--- config.mk ---
export PLATFORM = sky130hd
export DESIGN_NAME = product_reg
export DESIGN_NICKNAME = d
export VERILOG_FILES = /design/src/rtl/product_reg.sv
export SDC_FILE = /design/constraint.sdc
export NUM_CORES = 1
export LEC_CHECK = 0
export ABC_AREA = 1
export ABC_CLOCK_PERIOD_IN_PS = 2000
export BUFFER_PORTS_ARGS = -buffer_cell sky130_fd_sc_hd__clkbuf_2
export CAP_MARGIN = 20
export CORE_UTILIZATION = 35
export CTS_CLUSTER_SIZE = 12
export DETAILED_ROUTE_END_ITERATION = 8
export PLACE_DENSITY = 0.57
export SYNTH_ARGS = -nofsm -noshare
export SYNTH_HDL_FRONTEND = slang
export SYNTH_SLANG_ARGS = --single-unit
--- constraint.sdc ---
create_clock -name clk -period 2 [get_ports clk]
set_input_delay 0.2 -clock clk [delete_from_list [all_inputs] [get_ports clk]]
set_output_delay 0.2 -clock clk [all_outputs]
set_load 0.05 [all_outputs]
--- src/rtl/product_reg.sv ---
// product_reg
//   64-bit Product register of a sequential shift-add multiplier. The low
//   half is loaded with the multiplier and the high half accumulates the
//   partial product, which is written from the adder and shifted right one bit
//   per step under controller direction.
//
// Ports
//   clk            system clock, rising-edge active
//   Reset          asynchronous active-low reset (clears P, arms the load)
//   SRL_ctrl       shift-right-logical enable
//   W_ctrl         write enable for the high half from the adder
//   Ready          multiply complete; freezes all state
//   ALU_carry      adder carry-out, enters bit 2*WIDTH-1 on write+shift
//   ALU_result     adder sum (partial-product high half + multiplicand)
//   Multiplier_in  multiplier operand, loaded into the low half
//   Product_out    register contents, straight from the flops
module product_reg #(
  parameter int unsigned WIDTH = 32
) (
  input  logic               clk,
  input  logic               Reset,
  input  logic               SRL_ctrl,
  input  logic               W_ctrl,
  input  logic               Ready,
  input  logic               ALU_carry,
  input  logic [WIDTH-1:0]   ALU_result,
  input  logic [WIDTH-1:0]   Multiplier_in,
  output logic [2*WIDTH-1:0] Product_out
);

  logic [2*WIDTH-1:0] r_p;
  logic               r_load_pending;
  logic [2*WIDTH-1:0] w_p_next;
  logic               w_load_pending_next;

  // Strict priority: Ready freeze, pending load, write+shift, write, shift.
  // ALU inputs are only consulted in the branches where W_ctrl is set.
  always_comb begin
    w_p_next            = r_p;
    w_load_pending_next = r_load_pending;
    if (Ready) begin
      w_p_next            = r_p;
      w_load_pending_next = r_load_pending;
    end else if (r_load_pending) begin
      w_p_next            = {{WIDTH{1'b0}}, Multiplier_in};
      w_load_pending_next = 1'b0;
    end else if (W_ctrl && SRL_ctrl) begin
      w_p_next = {ALU_carry, ALU_result, r_p[WIDTH-1:1]};
    end else if (W_ctrl) begin
      w_p_next = {ALU_result, r_p[WIDTH-1:0]};
    end else if (SRL_ctrl) begin
      w_p_next = {1'b0, r_p[2*WIDTH-1:1]};
    end
  end

  always_ff @(posedge clk or negedge Reset) begin
    if (!Reset) begin
      r_p            <= '0;
      r_load_pending <= 1'b1;
    end else begin
      r_p            <= w_p_next;
      r_load_pending <= w_load_pending_next;
    end
  end

  assign Product_out = r_p;

endmodule

==> summary by stage <==
Status
The flow ran to the end, and the final reports show no timing, DRC or antenna violations.

Synthesis
The register bit total from synthesis is 65. The number of warnings issued by yosys is 0. Synthesis instantiated 12 different standard cells from the library. The number of instances in the synthesized netlist is 540. The leading area contributor after synthesis is sky130_fd_sc_hd__dfrtp_1. The proportion of synthesized chip area in sequential cells is 43.50%.

By area the synthesized netlist is led by sky130_fd_sc_hd__dfrtp_1 43%, sky130_fd_sc_hd__nand3_1 26%, sky130_fd_sc_hd__nand2_1 23%. When the netlist entered floorplanning its net count stood at 610. Summing every instance area after synthesis gives 0.003742 mm2.

The synthesized design devotes to its leading area cell type 42.80% of total area. The synthesized area divided by synthesized cell count is 6.930 um2.

Die
In this run the count of I/O pins placed on the die edge is 134. From bottom edge to top edge, the die measures 105.4 um. The full die area is 0.01111 mm2. The die is 105.4 um wide. The number of core rows is 37. The initial utilization of the core area, before any placement, comes to 36.25%.

In this run the standard cell core region covers 0.01032 mm2.

Power
The design internal power is 0.002466 W. Of the total power, the share spent switching nets is 37.63%. Power spread over the standard cell area amounts to 839.6 mW/mm2. The clock network is responsible for 32.8% of the overall power. The cell leakage power is 2.748 nW. In this run the power spent charging and discharging nets is 0.001487 W. The largest voltage drop on the vdd net is 0.0002982 V. Per report_power, the sequential group accounts for 39.4% of the total. The combinational fraction of design power is 27.8%.

Route
The vias per cell is 5.072. Across all layers, the routed design uses 4042 vias. The number of detailed-routing iterations run before antenna repair is 5. Once detail routing completed, the nets flagged for antenna violations numbered 0. After detailed routing, the number of remaining DRC violations is 0. The average detailed-routed wire length per instance is 13.72 um. The final layout contains routed wiring with a total length of 10930 um.

For this block, the initial DRC count from the detailed router was 260.

Placement
The wire-length estimate of the detail-placed layout is 7269 um. The instance count after placement with tap cells included is 780. The number of buffers inserted by port buffering is 133. The final weighted congestion in routability-driven placement is 0.8033.

Setup path
Along the worst path, the maximum fanout reaches 32. Counting both buffers and inverters, the worst setup path holds a total of 1. At the worst endpoint, the required time is 2.24 ns. The kind of start point of the critical path is a flip-flop. The critical path capture point type is a flip-flop. The arrival time reported for the critical path endpoint is 1.81 ns.

The cell that appears most often on the critical path is sky130_fd_sc_hd__nand2_1. Walking the worst path, the cells encountered are o21ai_4 -> nand2_1 -> buf_4 -> nand3_1 -> nand2_1. For this design, the slowest cell found on the critical path is sky130_fd_sc_hd__o21ai_4.

The startpoint-to-endpoint class of the critical path is flip-flop to flip-flop. The delay contributed by the slowest stage of the critical path is 0.50 ns. Among cell families on the critical path, the largest total delay comes from compound AO/OA/AOI/OAI gates.

STA
The post-route clock skew is 0.006509 ns. The clock period minus final worst setup slack is 1.574 ns. The share of the clock period used by the worst path is 78.72%. The final max-slew violation count is 0. The worst-margin pin slew is 0.6721 ns.

In this run the tightest slew margin relative to its limit is 55.15%. Setup repair after global routing left no endpoint under its margin. Setup violations remaining at the end of the flow were counted as 0. The final hold violation count is 0.

For the final routed database, the setup TNS stands at 0 ns. Based on the critical path, the design can be clocked at up to 0.6352 GHz.

Final layout
The antenna diode instance count is 0. The final non-filler cell total is 797. The number of fill cells in the layout is 1086. The layout cell share with drive strength beyond 1 is 25.87%. The net count of the finished layout is 726. The most common cell after layout, fill and taps aside is sky130_fd_sc_hd__nand2_1. In the layout the commonest cells are 227 x sky130_fd_sc_hd__nand2_1, 192 x sky130_fd_sc_hd__nand3_1, 132 x sky130_fd_sc_hd__clkbuf_2.

The area growth from synthesis to final layout is 25.81%.

Global routing
The total routing usage reported by global routing is 19.71%. The first global-routing pass estimated 17510 um of wire. The number of global-route vias before repair is 3460. The largest net degree at the start of global routing is 66. The initial antenna violation count is 0.

The total overflow left after global routing is 0.

CTS
Counting every sink on the clock net gives 65. The later pin in the worst-skew pair is clocked with a latency of 0.34 ns. The root buffer cell chosen for the clock tree is sky130_fd_sc_hd__clkbuf_8. The post-CTS clock slew at the launch and capture registers of the worst setup and hold paths is 0.08 ns. The number of buffers created by CTS is 9.

TritonCTS built the clock tree. The maximum clock insertion buffer count is 2. The H-tree was split into 3 levels. Buffers added to address setup during post-CTS repair amount to 0.

Run
The tool flagged a number of max-cap violations equal to 0.

Worst hold path
The path category of the worst min-delay check is primary input to flip-flop.
metrics by stage:
stage | cell area, um2 | utilization (%) | hold slack (ns) | setup WS [ns] | total power (W)
after floorplan | 3742 | - | -0.09559 | 0.6934 | 0.002344
after global placement | 4471 | 43.30 | 0.2540 | 0.4124 | 0.002680
after detailed placement | 4471 | 43.30 | 0.2529 | 0.4069 | 0.002687
after CTS | 4708 | 45.61 | 0.03730 | 0.4133 | 0.003995
after global routing | 4708 | 45.61 | 0.03341 | 0.2498 | 0.004155
final | 4708 | 45.61 | 0.04375 | 0.4256 | 0.003953
cells in the mapped netlist:
cell type	number
sky130_fd_sc_hd__inv_1	5
sky130_fd_sc_hd__dfrtp_1	64
sky130_fd_sc_hd__buf_4	13
sky130_fd_sc_hd__nand3_1	192
sky130_fd_sc_hd__inv_2	1
sky130_fd_sc_hd__clkbuf_1	15
sky130_fd_sc_hd__nand2_1	227
sky130_fd_sc_hd__o21ai_4	1
sky130_fd_sc_hd__nor2_1	2
sky130_fd_sc_hd__buf_2	18
sky130_fd_sc_hd__buf_6	1
sky130_fd_sc_hd__dfstp_2	1
sequential cells by signal (all words and copies together), names as in the netlist:
signal / cells
r_load_pending: 1
Product_out: 64
layout make-up:
type / instances / area (um2) / area share, %
clock buffer: 10 / 137.6 / 2.923
clock inverter: 6 / 90.09 / 1.913
inverter: 6 / 22.52 / 0.4783
multi-input combinational: 422 / 1837 / 39.01
sequential: 65 / 1628 / 34.57
tap: 136 / 170.2 / 3.614
timing repair buffer: 152 / 823.3 / 17.49
worst min-delay path, stage by stage:
cell                       delay [ns]
sky130_fd_sc_hd__clkbuf_2        0.09
sky130_fd_sc_hd__nand2_1         0.06
sky130_fd_sc_hd__inv_1           0.03
what timing repair did:
action                    in CTS  in global routing
gates resized for setup        0                  0
hold buffers                   1                  0
hold endpoints to repair      64                  0
path summary, 6_finish.rpt:
check	start	to	slack, ns	cells past startpoint
min reg2reg	Product_out[0]	Product_out[0]	0.51	2
max in group asynchronous	Reset	r_load_pending	1.28	3
max	r_load_pending	Product_out[32]	0.43	5
max reg2reg	r_load_pending	Product_out[32]	0.43	5
min	Ready	r_load_pending	0.04	3
min in group asynchronous	Reset	Product_out[52]	0.41	3
power groups by stage:
stage          registers, W  logic [W]  clock network, W
2_1_floorplan       0.00201   0.000335                 0
3_3_place_gp        0.00158    0.00110                 0
3_5_place_dp        0.00158    0.00110                 0
4_1_cts             0.00156    0.00111           0.00133
5_1_grt             0.00157    0.00119           0.00139
6_report            0.00156    0.00110           0.00130
per-layer routing:
metal	GRT usage [%]	up-vias	share of wire, %
met3	5.133	7	7.0
met1	27.55	1892	48
li1	-	2001	-
met2	30.26	142	44
met5	0	-	0
met4	4.930	0	0.87
logic make-up (layout without fill, tap and decap cells):
logic type | count (synthesis) | count (layout) | synth area share, %
AOI/OAI and AO/OA | 1 | 1 | 0.4348
buffers and inverters | 53 | 174 | 7.422
DFF | 65 | 65 | 43.50
and+or+nand+nor | 421 | 421 | 48.65
Note: power is estimated with default switching activity, not from simulation.
